`config.mk`:
```
export PLATFORM = sky130hd
export DESIGN_NAME = sseg_scan_controller
export DESIGN_NICKNAME = d
export VERILOG_FILES = /design/src/rtl/sseg_pkg.sv /design/src/rtl/sseg_prescaler.sv /design/src/rtl/sseg_scan_controller.sv
export SDC_FILE = /design/constraint.sdc
export NUM_CORES = 1
export LEC_CHECK = 0
export CORE_UTILIZATION = 63
export CTS_BUF_LIST = sky130_fd_sc_hd__clkbuf_16
export DETAILED_ROUTE_END_ITERATION = 10
export PLACE_DENSITY = 0.81
export SLEW_MARGIN = 5
export SYNTH_ARGS = -nofsm -noshare
export SYNTH_HDL_FRONTEND = slang
export SYNTH_SLANG_ARGS = --single-unit
```
`constraint.sdc`:
```
create_clock -name clk -period 6.4 [get_ports clk]
set_clock_uncertainty 0.1 [all_clocks]
set_input_delay 1.28 -clock clk [delete_from_list [all_inputs] [get_ports clk]]
set_output_delay 1.28 -clock clk [all_outputs]
set_load 0.03 [all_outputs]
```
`src/rtl/sseg_pkg.sv`:
```
// Shared types and constants for the seven-segment scan controller slice.
package sseg_pkg;

  localparam int N_DIGITS = 8;
  localparam int SEL_W    = 3;
  localparam int HEX_W    = 4;

  localparam logic WR_DIRECT = 1'b0;
  localparam logic WR_SHIFT  = 1'b1;

  typedef struct packed {
    logic             valid;
    logic             dp;
    logic [HEX_W-1:0] hex;
  } sseg_entry_t;

  localparam sseg_entry_t ENTRY_RESET = '0;

  // Every accepted write produces a valid entry; only clear/reset drop validity.
  function automatic sseg_entry_t make_entry(input logic dp, input logic [HEX_W-1:0] hex);
    sseg_entry_t e;
    e.valid = 1'b1;
    e.dp    = dp;
    e.hex   = hex;
    return e;
  endfunction

endpackage

```
`src/rtl/sseg_prescaler.sv`:
```
// Free-running dwell counter; tick marks the last clock of each dwell period.
module sseg_prescaler #(
  parameter int PRESCALE_BITS = 17
) (
  input  logic clk,
  input  logic reset,
  output logic tick
);

  logic [PRESCALE_BITS-1:0] count;

  always_ff @(posedge clk or posedge reset) begin
    if (reset) begin
      count <= '0;
    end else begin
      count <= count + PRESCALE_BITS'(1);
    end
  end

  assign tick = (count == '1);

endmodule

```
`src/rtl/sseg_scan_controller.sv`:
```
// Eight-digit frame buffer with direct/shift write port, time-multiplexed onto
// the seven-segment driver inputs with a short anti-ghosting blank after each step.
module sseg_scan_controller
  import sseg_pkg::*;
#(
  parameter int PRESCALE_BITS = 17,
  parameter int BLANK_CYCLES  = 4
) (
  input  logic             clk,
  input  logic             reset,
  input  logic             clear,
  input  logic             wr_valid,
  output logic             wr_ready,
  input  logic             wr_mode,
  input  logic [SEL_W-1:0] wr_addr,
  input  logic [HEX_W-1:0] wr_data,
  input  logic             wr_dp,
  output logic [HEX_W-1:0] digit_hex,
  output logic [SEL_W-1:0] digit_sel,
  output logic             digit_dp,
  output logic             digit_en
);

  localparam logic [PRESCALE_BITS-1:0] BLANK_LOAD = PRESCALE_BITS'(BLANK_CYCLES);

  sseg_entry_t              entries [N_DIGITS];
  sseg_entry_t              wr_entry;
  sseg_entry_t              cur_entry;
  logic                     tick;
  logic                     wr_fire;
  logic [SEL_W-1:0]         scan_idx;
  logic [PRESCALE_BITS-1:0] blank_cnt;
  logic [PRESCALE_BITS-1:0] blank_nxt;

  sseg_prescaler #(
    .PRESCALE_BITS(PRESCALE_BITS)
  ) u_prescaler (
    .clk  (clk),
    .reset(reset),
    .tick (tick)
  );

  // clear takes priority, so a colliding write is refused rather than silently lost.
  assign wr_ready  = ~reset & ~clear;
  assign wr_fire   = wr_valid & wr_ready;
  assign wr_entry  = make_entry(wr_dp, wr_data);
  assign cur_entry = entries[scan_idx];

  always_comb begin
    blank_nxt = '0;
    if (tick) begin
      blank_nxt = BLANK_LOAD;
    end else if (blank_cnt != '0) begin
      blank_nxt = blank_cnt - PRESCALE_BITS'(1);
    end
  end

  always_ff @(posedge clk or posedge reset) begin
    if (reset) begin
      for (int i = 0; i < N_DIGITS; i++) begin
        entries[i] <= ENTRY_RESET;
      end
    end else if (clear) begin
      for (int i = 0; i < N_DIGITS; i++) begin
        entries[i].valid <= 1'b0;
      end
    end else if (wr_fire) begin
      if (wr_mode == WR_SHIFT) begin
        for (int i = 1; i < N_DIGITS; i++) begin
          entries[i] <= entries[i-1];
        end
        entries[0] <= wr_entry;
      end else begin
        entries[wr_addr] <= wr_entry;
      end
    end
  end

  always_ff @(posedge clk or posedge reset) begin
    if (reset) begin
      scan_idx  <= '0;
      blank_cnt <= '0;
    end else begin
      if (tick) begin
        scan_idx <= scan_idx + SEL_W'(1);
      end
      blank_cnt <= blank_nxt;
    end
  end

  // Outputs sample pre-write storage, so a write shows up one clock after it lands.
  always_ff @(posedge clk or posedge reset) begin
    if (reset) begin
      digit_sel <= '0;
      digit_hex <= '0;
      digit_dp  <= 1'b0;
      digit_en  <= 1'b0;
    end else begin
      digit_sel <= scan_idx;
      digit_hex <= cur_entry.hex;
      digit_dp  <= cur_entry.dp;
      digit_en  <= cur_entry.valid & (blank_nxt == '0);
    end
  end

  blank_shorter_than_dwell: assert property (@(posedge clk) BLANK_CYCLES < (2 ** PRESCALE_BITS));

endmodule

```
# Yosys cells after proc, flatten, opt, wreduce, memory -nomap -nowiden
# Cells that the tools add are included.
dict set report word_totals {
  word_cells 68
  inputBits 13
  reg_bits 94
  output_inout_bits 10
}
dict set report classes {
  mux 18
  magnitude_cmp 3
  bitwise 7
  addsub 3
  eq_ne 1
  reduce_logical 5
}
# operator count
set op_table {}
lappend op_table {{$mux W48} 2}
lappend op_table {{$bwmux W48} 1}
lappend op_table {{$mux W17} 2}
lappend op_table {{$bmux W6 S3} 1}
lappend op_table {{$demux W6 S3} 1}
lappend op_table {{$mux W6} 3}
lappend op_table {{$add A17 B1 Y17 const B} 1}
lappend op_table {{$eq A17 B17 Y1 const B} 1}
lappend op_table {{$logic_not A17 Y1} 1}
lappend op_table {{$reduce_bool A17 Y1} 1}
lappend op_table {{$sub A17 B1 Y17 const B} 1}
lappend op_table {{$ge A4 B4 Y1 const B} 2}
lappend op_table {{$mux W1} 8}
lappend op_table {{$not A3 Y4} 2}
lappend op_table {{$lt A4 B1 Y1 const B} 1}
lappend op_table {{$add A3 B1 Y3 const B} 1}
lappend op_table {{$and A1 B1 Y1} 3}
lappend op_table {{$not A1 Y1} 2}
lappend op_table {{$reduce_and A2 Y1} 1}
lappend op_table {{$reduce_bool A2 Y1} 1}
lappend op_table {{$logic_and A1 B1 Y1} 1}

# Depth between registers and ports, before layout
# Gate-level depths: netlist of run 1.
dict set report logic_depth {
  depth_word 9
  ltp_mapped 10
  ltp_nobuf 8
}

# Cells and area by module
# A second synthesis of run 1 with hierarchy kept.
dict set report unflattened {
  hier_cells 434
  hier_area_um2 4648.2
}
# module cells_each area_each_um2 seq_area_each_um2 n_inst
set by_module_without_submodules {}
lappend by_module_without_submodules {sseg_scan_controller 373 3918.8 1926.8 1}
lappend by_module_without_submodules {sseg_prescaler 61 729.4 425.4 1}

# Worst setup path before layout of run 1
# No wires, ideal clock.
dict set report synth_path {
  path_type {input to output}
  from {input clear}
  to {output wr_ready}
  arrival_time_ns 1.944
  t_required_ns 5.020
  n_path_buf 1
  path_slack_ns 3.076
  path_stages 2
  cell_sequence {clkbuf_1 -> nor2_1}
}
dict set report synth_via {
  elab_chain_len 2
}
# item line
set synth_lines {}
lappend synth_lines {{start, declared} sseg_scan_controller.sv:11} ;# input logic clear,
lappend synth_lines {{$not A1 Y1 (no line)} --}
lappend synth_lines {{$and A1 B1 Y1} sseg_scan_controller.sv:44} ;# assign wr_ready = ~reset & ~clear;
lappend synth_lines {{end, declared} sseg_scan_controller.sv:13} ;# output logic wr_ready,
# Every way passes these cells.

# Worst setup path in the final report of run 1
# Same ends and word-level chain as after synthesis.

==> parameters.txt, run 1 <==
Parameter                              Value

Setup path
  Critical-path cell list ... clkdlybuf4s50_1, nor2_1, clkdlybuf4s50_1
  Worst Path Required ... 5.02 ns
  CP Class ... in2out
  Slowest stage cell, crit path ... sky130_fd_sc_hd__clkdlybuf4s50_1
  Most frequent cell on the critical path ... sky130_fd_sc_hd__clkdlybuf4s50_1
  Endpoint kind of the worst setup timing path ... output port
  Worst setup SP type ... input port
  Delay of the slowest cell on the worst path ... 0.74 ns
  Worst EP arrival ... 2.92 ns
  Worst-path maximum fanout ... 9

Cells and area
  Sequential cell area ... 2350 sq um
  # fillers ... 484
  Total inserted antenna cells ... 0
  Share of cells above drive strength 1 ... 11.6%
  Area Overhead vs Synth ... 12.2%
  NumNets Final ... 453
  Multi-input gate area in the final layout ... 2060 sq um
  Final core utilization ... 74.2%

Clock tree
  Hold bufs inserted after CTS ... 0
  Clock root buffer ... sky130_fd_sc_hd__clkbuf_16
  Clock buffer depth ... 2
  TritonCTS buffer count ... 9
  CTS tree ... yes
  # resized after CTS ... 0
  Clock-pin slew on the worst setup and hold paths ... 0.07 ns
  Latest clock arrival within the worst-skew pair ... 0.34 ns
  Num Clock Sinks ... 94
  Number of post-CTS setup repair buffers ... 0
  Deepest level of the CTS H-tree ... 3

Logic synthesis
  Synth warnings ... 0
  Fraction of registers with async set or reset after synthesis ... 100%
  Number of nets in the synthesized netlist ... 444
  Cell types with the largest area share after synthesis ... sky130_fd_sc_hd__dfrtp_1 (52%), sky130_fd_sc_hd__a22oi_1 (7.6%), sky130_fd_sc_hd__mux4_2 (5.9%), sky130_fd_sc_hd__o21ai_0 (4.4%), sky130_fd_sc_hd__xnor2_1 (4.0%)
  Cell type with the largest total area after synthesis ... sky130_fd_sc_hd__dfrtp_1
  Top-area cell type share of the netlist area ... 51.5%
  Post-synthesis instance area ... 4570 sq um
  Gate Count Post-Synth ... 427
  Synth cell types ... 42
  Number of synthesized register bits ... 94
  Number of flops mapped to enable cells by yosys ... 0
  Proportion of synthesized chip area in sequential cells ... 51.5%
  Predominant post-synthesis flop cell ... sky130_fd_sc_hd__dfrtp_1
  Mean instance size in the synthesized netlist ... 10.7 sq um

Timing
  Fmax achieved ... 0.233 GHz
  Share of the clock period used by the worst path after layout ... 67.1%
  Final critical path time including I/O delays and setup ... 4.30 ns
  Final hold violation count ... 0
  Final setup violation count ... 0
  RSZ-0062 raised after global routing ... false
  Worst Hold Slack ... 0.372 ns
  Final TNS setup ... 0 ns
  Worst Tran Pin Value ... 1.16 ns
  Max-slew headroom at the worst pin ... 23.0%
  Pins Over Slew Limit ... 0

Job
  Count of maximum capacitance violations ... 0

Placed design
  Final RePlAce weighted congestion ... 0.835
  Total half-perimeter wirelength after legalization and detailed placement ... 6.20 mm
  Port bufs ... 22

Die
  Die height ... 87.1 um
  Die Footprint ... 7590 sq um
  Die width ... 87.1 um
  Top-Level Pins ... 23
  Count of standard-cell rows ... 30
  Starting density of the core ... 66.1%
  Placeable core area ... 6910 sq um

GRT
  Largest net degree at the start of global routing ... 58
  Global Route Usage Sum ... 29.2%
  Wire length of the first global-routing pass ... 16.7 mm
  Initial antenna violation count ... 0
  Number of global-route vias before repair ... 3390
  Total congestion overflow ... 0

Detailed routing
  Number of optimization iterations in the first detailed-route pass ... 6
  Initial DRC count ... 332
  DRC Markers ... 0
  Wire length after detailed routing ... 9.82 mm
  Wire length per cell ... 18.3 um
  Vias per cell ... 6.34
  Vias post-DR ... 3402
  Remaining antenna violation count ... 0

Min path
  Classification of the worst-slack hold path ... reg2reg

Run status
  Result of the run ... finished, final reports clean

Power and ir drop
  Total power divided by cell area ... 272 nW/um^2
  Total leakage power ... 2.19 nW
  Overall Power ... 1.39 mW
  Worst VDD drop ... 0.200 mV
## placed cells by master (no fill, tap or decap), types with 3 or more instances in the layout
master / Yosys / routed
sky130_fd_sc_hd__buf_4: 0 / 3
sky130_fd_sc_hd__ha_1: 4 / 4
sky130_fd_sc_hd__nand3b_1: 3 / 3
sky130_fd_sc_hd__clkbuf_16: 0 / 9
sky130_fd_sc_hd__xnor2_1: 21 / 21
sky130_fd_sc_hd__nor2_1: 44 / 44
sky130_fd_sc_hd__nand3_1: 9 / 9
sky130_fd_sc_hd__nand2_1: 20 / 20
sky130_fd_sc_hd__or3_4: 3 / 3
sky130_fd_sc_hd__dfrtp_1: 94 / 94
sky130_fd_sc_hd__clkdlybuf4s50_1: 0 / 22
sky130_fd_sc_hd__nor3b_1: 3 / 3
sky130_fd_sc_hd__nand2b_1: 8 / 8
sky130_fd_sc_hd__xor2_1: 7 / 7
sky130_fd_sc_hd__a21oi_1: 22 / 22
sky130_fd_sc_hd__a22oi_1: 46 / 46
sky130_fd_sc_hd__mux2_2: 11 / 11
sky130_fd_sc_hd__nor4_1: 5 / 5
sky130_fd_sc_hd__and3_1: 3 / 3
sky130_fd_sc_hd__mux4_2: 12 / 12
sky130_fd_sc_hd__o21ai_0: 40 / 40
sky130_fd_sc_hd__inv_1: 12 / 11
sky130_fd_sc_hd__nor3_1: 9 / 9
## sequential cells by signal, summed over array words and instances (netlist names)
name and cells:
blank_cnt 17, digit_dp 1, digit_en 1, entries 48, digit_hex 4, digit_sel 3
u_prescaler.count 17, scan_idx 3
## cell type report
type,instances,area share [%]
Multi-Input combinational cell,294,40.2
Tap cell,96,2.34
Sequential cell,94,45.9
Inverter,12,0.904
Timing Repair Buffer,25,4.74
Clock buffer,9,4.40
Clock inverter,7,1.54
## worst max-delay path, delay by kind of cell
| family | cells | cell delay [ns] |
|---|---|---|
| simple gates | 1 | 0.34 |
| buf+inv | 2 | 1.29 |
## layer usage
metal  track usage, %  part of all wire, %  up-vias
met5                0                    0        -
met4             9.09                  1.7        0
met3             7.58                  9.0       23
met2             45.0                   47      158
met1             41.2                   42     1658
li1                 -                    -     1563
## Yosys cell counts, drive strengths merged, types with 4 or more instances
cell    number
dfrtp       94
a22oi       46
nor2        44
o21ai       41
clkbuf      23
a21oi       22
xnor2       21
nand2       20
inv         12
mux4        12
mux2        11
nand3        9
nor3         9
nand2b       8
xor2         7
nor4         5
buf          4
ha           4
or3          4
## report_power, final
part / switching [mW] / internal [mW] / total, mW
sequential: 0.0395 / 0.643 / 0.683
clock: 0.236 / 0.308 / 0.544
combinational: 0.0867 / 0.0810 / 0.168
## final timing paths
| check | startpoint | endpoint | slack (ns) | depth (start not counted) |
|---|---|---|---|---|
| max in group asynchronous | reset | entries[10]$_DFFE_PP0P_ | 3.79 | 3 |
| min in group asynchronous | reset | entries[29]$_DFFE_PP0P_ | 1.38 | 2 |
| min reg2reg | u_prescaler.count[7]$_DFF_PP0_ | u_prescaler.count[7]$_DFF_PP0_ | 0.37 | 1 |
| max | clear | wr_ready | 2.10 | 3 |
| min | u_prescaler.count[7]$_DFF_PP0_ | u_prescaler.count[7]$_DFF_PP0_ | 0.37 | 1 |
| max reg2reg | blank_cnt[0]$_DFF_PP0_ | blank_cnt[5]$_DFF_PP0_ | 3.44 | 8 |
## through the flow
| step | instance area [sq um] | setup slack, ns | instances |
|---|---|---|---|
| after global placement | 4820 | 2.13 | 521 |
| final | 5120 | 2.10 | 537 |
| after global routing | 5120 | 2.04 | 537 |
| after CTS | 5120 | 2.10 | 537 |
| after floorplan | 4570 | 2.57 | 427 |
| after detailed placement | 4820 | 2.09 | 521 |
## logic make-up after synthesis
logic type               synth area share (%)
buffers and inverters                    3.40
flip-flops                               51.5
adder cells (fa/ha/maj)                  1.10
AND/OR/NAND/NOR                          13.5
multiplexers                             8.85
XOR/XNOR                                 5.37
AO/OA/AOI/OAI                            16.3
Note: power is estimated with default switching activity, not from simulation.
==> run 2, diff against run 1 <==
--- a/config.mk
+++ b/config.mk
@@ -5,10 +5,10 @@
 export SDC_FILE = /design/constraint.sdc
 export NUM_CORES = 1
 export LEC_CHECK = 0
-export CORE_UTILIZATION = 63
+export CORE_UTILIZATION = 60
 export CTS_BUF_LIST = sky130_fd_sc_hd__clkbuf_16
 export DETAILED_ROUTE_END_ITERATION = 10
-export PLACE_DENSITY = 0.81
+export PLACE_DENSITY = 0.78
 export SLEW_MARGIN = 5
 export SYNTH_ARGS = -nofsm -noshare
 export SYNTH_HDL_FRONTEND = slang
==> constraint.sdc (replaced) <==
create_clock -name clk -period 4.5 [get_ports clk]
set_clock_uncertainty 0.1 [all_clocks]
set_input_delay 0.9 -clock clk [delete_from_list [all_inputs] [get_ports clk]]
set_output_delay 0.9 -clock clk [all_outputs]
set_load 0.03 [all_outputs]
==> run 2 against run 1 <==
Effect of this change:
- non-clock buffer count grew 1
- final area grew 0.37%
- clock power grew 40%
- hold slack lost 0.0071 ns
- total power grew 41%
- largest power group unchanged
- flip-flop and latch count is the same
- count of clock-buffer cells in the layout is the same
- cell count grew 0.74%
- die area grew 4.9%
- global-route usage shrank 2.8 points
- core utilization shrank 3.7 points
- critical endpoint unchanged
==> parameters.txt, run 2 (synthesis results as in run 1) <==
Parameter                              Value

Setup path
  Worst Path Required ... 3.50 ns (was 5.02 ns)
  Worst setup slack for register-to-register paths ... 1.52 ns (was 3.44 ns)
  Worst-path maximum fanout ... 9 (unchanged)
  Most frequent cell on the critical path ... sky130_fd_sc_hd__clkdlybuf4s50_1 (unchanged)
  Endpoint kind of the worst setup timing path ... output port (unchanged)
  Launch point of the worst reg-to-reg path ... blank_cnt[0]$_DFF_PP0_ (unchanged)
  Number of cells on the worst reg-to-reg path ... 8 (unchanged)
  Critical-path cell list ... clkdlybuf4s50_1, nor2_1, clkdlybuf4s50_1 (unchanged)
  Delay of the slowest cell on the worst path ... 0.73 ns (was 0.74 ns)
  Family with the most delay on the worst path ... buffers and inverters (unchanged)
  Slowest stage cell, crit path ... sky130_fd_sc_hd__clkdlybuf4s50_1 (unchanged)
  Worst R2R End ... blank_cnt[15]$_DFF_PP0_ (was blank_cnt[5]$_DFF_PP0_)
  Worst EP arrival ... 2.52 ns (was 2.92 ns)
  Worst setup SP type ... input port (unchanged)
  Sum of buffers and inverters on the critical path ... 2 (unchanged)
  CP Class ... in2out (unchanged)

Timing
  Final TNS setup ... 0 ns (unchanged)
  Fmax achieved ... 0.284 GHz
  Worst Hold Slack ... 0.365 ns (was 0.372 ns)
  Final hold violation count ... 0 (unchanged)
  Worst setup margin ... 0.980 ns (was 2.10 ns)
  Pins Over Slew Limit ... 0 (unchanged)
  RSZ-0062 raised after global routing ... false (unchanged)
  Final critical path time including I/O delays and setup ... 3.52 ns
  Share of the clock period used by the worst path after layout ... 78.2%
  Final setup violation count ... 0 (unchanged)
  Max-slew headroom at the worst pin ... 33.8% (was 23.0%)
  Worst Tran Pin Value ... 0.993 ns (was 1.16 ns)

Placed design
  Post-placement setup slack ... 0.980 ns (was 2.09 ns)
  Total half-perimeter wirelength after legalization and detailed placement ... 6.31 mm (was 6.20 mm)
  Final RePlAce weighted congestion ... 0.866 (was 0.835)
  Port bufs ... 22 (unchanged)

Min path
  Worst hold path startpoint ... u_prescaler.count[7]$_DFF_PP0_ (unchanged)
  Min-Delay Endpoint ... u_prescaler.count[7]$_DFF_PP0_ (unchanged)
  Classification of the worst-slack hold path ... reg2reg (unchanged)
  Worst hold path stage count ... 1 (unchanged)

Clock tree
  Number of post-CTS setup repair buffers ... 0 (unchanged)
  Num Clock Sinks ... 94 (unchanged)
  TritonCTS buffer count ... 9 (unchanged)
  Clock-pin slew on the worst setup and hold paths ... 0.07 ns (about the same)
  Hold bufs inserted after CTS ... 0 (unchanged)
  Clock root buffer ... sky130_fd_sc_hd__clkbuf_16 (unchanged)
  Deepest level of the CTS H-tree ... 3 (unchanged)
  Clock buffer depth ... 2 (unchanged)
  CTS tree ... yes (unchanged)
  Latest clock arrival within the worst-skew pair ... 0.35 ns (was 0.34 ns)
  # resized after CTS ... 0 (unchanged)

Die
  Top-Level Pins ... 23 (unchanged)
  Die Footprint ... 7960 sq um (was 7590 sq um)
  Placeable core area ... 7290 sq um (was 6910 sq um)
  Die height ... 89.2 um (was 87.1 um)
  Count of standard-cell rows ... 31 (was 30)
  Die width ... 89.2 um (was 87.1 um)
  Starting density of the core ... 62.6% (was 66.1%)

Cells and area
  Total inserted antenna cells ... 0 (unchanged)
  Largest reg by FF count ... entries (unchanged)
  Share of cells above drive strength 1 ... 11.5% (was 11.6%)
  Commonest non-fill, non-tap cell in the layout ... sky130_fd_sc_hd__dfrtp_1 (unchanged)
  Top library cells by usage in the layout, fill and taps aside ... sky130_fd_sc_hd__dfrtp_1 (94), sky130_fd_sc_hd__a22oi_1 (46), sky130_fd_sc_hd__nor2_1 (44) (unchanged)
  Area Overhead vs Synth ... 12.6% (was 12.2%)
  # fillers ... 588 (was 484)
  Largest registers ... entries x48, blank_cnt x17, u_prescaler.count x17 (unchanged)
  NumNets Final ... 454 (was 453)
  Flip-flop count of the largest register, all copies and words added ... 48 (unchanged)
  Final core utilization ... 70.5% (was 74.2%)

Detailed routing
  Vias per cell ... 6.32 (was 6.34)
  Wire length per cell ... 17.9 um (was 18.3 um)
  DRC Markers ... 0 (unchanged)
  Wire length after detailed routing ... 9.68 mm (was 9.82 mm)
  Vias post-DR ... 3419 (was 3402)
  Number of optimization iterations in the first detailed-route pass ... 5 (was 6)
  Remaining antenna violation count ... 0 (unchanged)
  Initial DRC count ... 270 (was 332)

Power and ir drop
  Total leakage power ... 2.20 nW (was 2.19 nW)
  Internal power consumption ... 1.47 mW (was 1.03 mW)
  Relative contribution of combinational cells to total power ... 12.2% (was 12.0%)
  Switching pwr ... 0.506 mW (was 0.362 mW)
  Part of the power in registers ... 49.2% (was 49.0%)
  Total power divided by cell area ... 383 nW/um^2 (was 272 nW/um^2)
  Fraction of power consumed by the clock network ... 38.6% (was 39.0%)
  Overall Power ... 1.97 mW (was 1.39 mW)
  Worst VDD drop ... 0.197 mV (was 0.200 mV)
  Switching power share of the total ... 25.7% (was 26.0%)

Job
  Count of maximum capacitance violations ... 0 (unchanged)

GRT
  Wire length of the first global-routing pass ... 15.6 mm (was 16.7 mm)
  Global Route Usage Sum ... 26.5% (was 29.2%)
  Total congestion overflow ... 0 (unchanged)
  Initial antenna violation count ... 0 (unchanged)
  Number of global-route vias before repair ... 3233 (was 3390)
  Largest net degree at the start of global routing ... 50 (was 58)

Run status
  Result of the run ... finished, final reports clean (unchanged)
## run 2: cell types whose count changed in the layout (fill, tap and decap cells not counted), sizes merged
cell / change
clkinvlp: -2
clkinv: +2
buf: +1
## run 2: area by class of cell
type / count / area, sq um / share of cell area (%)
flip-flops and latches: 94 / 2350 / 45.7
repair buffers: 26 / 263 / 5.11
clock buffers: 9 / 225 / 4.38
multi-input cells: 294 / 2060 / 40.0
inverters: 12 / 46.3 / 0.900
well taps: 99 / 124 / 2.41
clock inverters: 7 / 73.8 / 1.44
## run 2: power by group through the flow
| stage | combinational, mW | sequential (mW) | clock [mW] |
|---|---|---|---|
| global placement | 0.232 | 0.979 | 0 |
| CTS | 0.241 | 0.967 | 0.768 |
| floorplan | 0.147 | 0.991 | 0 |
| global route | 0.266 | 0.977 | 0.800 |
| finish | 0.240 | 0.970 | 0.762 |
| detailed placement | 0.240 | 0.984 | 0 |
## run 2: worst max path at each step
stage               startpoint  cells past startpoint  slack (ns)                      to
floorplan                reset                      1        1.05  blank_cnt[0]$_DFF_PP0_
global placement         clear                      3        1.01                wr_ready
detailed placement       clear                      3        0.98                wr_ready
CTS                      clear                      3        0.98                wr_ready
global route             clear                      3        0.91                wr_ready
finish                   clear                      3        0.98                wr_ready
## run 2: through the flow
step	area, sq um	cells
floorplan	4570	427
global placement	4840	525
detailed placement	4840	525
CTS	5140	541
global route	5140	541
finish	5140	541
## run 2: layer usage
layer | vias to the layer above | track usage (%) | part of all wire, %
met2 | 108 | 41.1 | 47
met3 | 22 | 4.16 | 6.3
met4 | 0 | 11.7 | 2.0
li1 | 1576 | - | -
met5 | - | 0 | 0
met1 | 1713 | 37.2 | 45
==> run 3, diff against run 2 <==
==> constraint.sdc (replaced) <==
create_clock -name clk -period 3.3 [get_ports clk]
set_clock_uncertainty 0.1 [all_clocks]
set_input_delay 0.66 -clock clk [delete_from_list [all_inputs] [get_ports clk]]
set_output_delay 0.66 -clock clk [all_outputs]
set_load 0.03 [all_outputs]
==> run 3 against run 2 <==
Effect of this change:
- die area stayed put
- global-route usage increased by 1.3 points
- routed wire length grew 3.4%
- non-clock buffer count is 9 higher
- critical endpoint unchanged
- largest power group unchanged
==> parameters.txt, run 3 (synthesis results as in run 1) <==
Parameter                              Value

Clock tree
  Hold bufs inserted after CTS ... 0 (unchanged)
  Clock buffer depth ... 2 (unchanged)
  # resized after CTS ... 0 (unchanged)
  Deepest level of the CTS H-tree ... 3 (unchanged)
  TritonCTS buffer count ... 9 (unchanged)
  Clock-pin slew on the worst setup and hold paths ... 0.07 ns (about the same)
  Latest clock arrival within the worst-skew pair ... 0.34 ns (was 0.35 ns)
  Clock root buffer ... sky130_fd_sc_hd__clkbuf_16 (unchanged)
  CTS tree ... yes (unchanged)
  Num Clock Sinks ... 94 (unchanged)
  Number of post-CTS setup repair buffers ... 0 (unchanged)

Die
  Die Footprint ... 7960 sq um (unchanged)
  Die height ... 89.2 um (unchanged)
  Die width ... 89.2 um (unchanged)
  Placeable core area ... 7290 sq um (unchanged)
  Count of standard-cell rows ... 31 (unchanged)
  Starting density of the core ... 62.6% (unchanged)
  Top-Level Pins ... 23 (unchanged)

Setup path
  Worst EP arrival ... 2.17 ns (was 2.52 ns)
  Most frequent cell on the critical path ... sky130_fd_sc_hd__clkdlybuf4s50_1 (unchanged)
  Family with the most delay on the worst path ... buffers and inverters (unchanged)
  Sum of buffers and inverters on the critical path ... 2 (unchanged)
  Worst-path maximum fanout ... 4 (was 9)
  Worst Path Required ... 2.54 ns (was 3.50 ns)
  Worst setup SP type ... input port (unchanged)
  Slowest stage cell, crit path ... sky130_fd_sc_hd__clkdlybuf4s50_1 (unchanged)
  Endpoint kind of the worst setup timing path ... output port (unchanged)
  CP Class ... in2out (unchanged)
  Critical-path cell list ... clkdlybuf4s50_1, nor2_1, clkdlybuf4s50_1 (unchanged)
  Delay of the slowest cell on the worst path ... 0.74 ns (was 0.73 ns)

Timing
  Share of the clock period used by the worst path after layout ... 88.8%
  Fmax achieved ... 0.341 GHz
  Worst Tran Pin Value ... 0.877 ns (was 0.993 ns)
  Worst setup margin ... 0.370 ns (was 0.980 ns)
  Final critical path time including I/O delays and setup ... 2.93 ns
  Final setup violation count ... 0 (unchanged)
  Final TNS setup ... 0 ns (unchanged)
  Final hold violation count ... 0 (unchanged)
  Max-slew headroom at the worst pin ... 41.5% (was 33.8%)
  RSZ-0062 raised after global routing ... false (unchanged)
  Pins Over Slew Limit ... 0 (unchanged)

Cells and area
  Largest reg by FF count ... entries (unchanged)
  Share of cells above drive strength 1 ... 13.5% (was 11.5%)
  Total inserted antenna cells ... 0 (unchanged)
  NumNets Final ... 463 (was 454)
  Final core utilization ... 71.6% (was 70.5%)
  Flip-flop count of the largest register, all copies and words added ... 48 (unchanged)
  Top library cells by usage in the layout, fill and taps aside ... sky130_fd_sc_hd__dfrtp_1 (94), sky130_fd_sc_hd__a22oi_1 (46), sky130_fd_sc_hd__nor2_1 (44) (unchanged)
  Commonest non-fill, non-tap cell in the layout ... sky130_fd_sc_hd__dfrtp_1 (unchanged)
  Largest registers ... entries x48, blank_cnt x17, u_prescaler.count x17 (unchanged)
  Area Overhead vs Synth ... 14.4% (was 12.6%)

GRT
  Initial antenna violation count ... 0 (unchanged)
  Number of global-route vias before repair ... 3421 (was 3233)
  Total congestion overflow ... 0 (unchanged)
  Wire length of the first global-routing pass ... 16.5 mm (was 15.6 mm)
  Global Route Usage Sum ... 27.7% (was 26.5%)
  Largest net degree at the start of global routing ... 36 (was 50)

Run status
  Result of the run ... finished, final reports clean (unchanged)

Detailed routing
  Wire length per cell ... 18.2 um (was 17.9 um)
  Remaining antenna violation count ... 0 (unchanged)
  Wire length after detailed routing ... 10.0 mm (was 9.68 mm)
  Initial DRC count ... 287 (was 270)
  Vias per cell ... 6.33 (was 6.32)
  Number of optimization iterations in the first detailed-route pass ... 5 (unchanged)
  Vias post-DR ... 3481 (was 3419)
  DRC Markers ... 0 (unchanged)

Job
  Count of maximum capacitance violations ... 0 (unchanged)

Power and ir drop
  Total leakage power ... 2.24 nW (was 2.20 nW)
  Total power divided by cell area ... 521 nW/um^2 (was 383 nW/um^2)
  Worst VDD drop ... 0.282 mV (was 0.197 mV)

Placed design
  Port bufs ... 22 (unchanged)
  Post-placement setup slack ... 0.369 ns (was 0.980 ns)
  Final RePlAce weighted congestion ... 0.863 (was 0.866)
  Total half-perimeter wirelength after legalization and detailed placement ... 6.65 mm (was 6.31 mm)

Min path
  Classification of the worst-slack hold path ... reg2reg (unchanged)
run 3: final cells by class:
cell class                      instances  area, sq um
Clock inverter                          7         85.1
Inverter                               12         46.3
Clock buffer                            9          225
Timing Repair Buffer                   35          330
Fill cell                             539         2070
Tap cell                               99          124
Sequential cell                        94         2350
Multi-Input combinational cell        294         2060
run 3: layer usage:
metal	vias up	global-route usage [%]	routed length (um)
li1	1586	-	-
met1	1716	37.8	4360
met2	154	44.0	4770
met3	25	5.08	638
met4	0	12.0	229
met5	-	0	0
run 3: report_power, final:
part,switching [mW],internal (mW)
Sequential,0.0762,1.25
Combinational,0.171,0.165
Clock,0.462,0.598
Total,0.710,2.01
run 3: path summary, 6_finish.rpt:
check,from,to,slack (ns),cells past startpoint
max in group asynchronous,reset,entries[12]$_DFFE_PP0P_,1.85,3
min reg2reg,u_prescaler.count[7]$_DFF_PP0_,u_prescaler.count[7]$_DFF_PP0_,0.36,1
min,u_prescaler.count[7]$_DFF_PP0_,u_prescaler.count[7]$_DFF_PP0_,0.36,1
max,reset,wr_ready,0.37,3
min in group asynchronous,reset,entries[41]$_DFFE_PP0P_,0.62,2
max reg2reg,blank_cnt[0]$_DFF_PP0_,blank_cnt[4]$_DFF_PP0_,0.37,8
run 3: per-stage QoR:
step	hold WS [ns]	std cells	cell area, sq um	total power [mW]
after detailed placement	0.355	534	4910	1.68
after floorplan	0.252	427	4570	1.55
final	0.365	550	5220	2.72
after global placement	0.354	534	4910	1.66
after global routing	0.385	550	5220	2.83
after CTS	0.369	550	5220	2.73
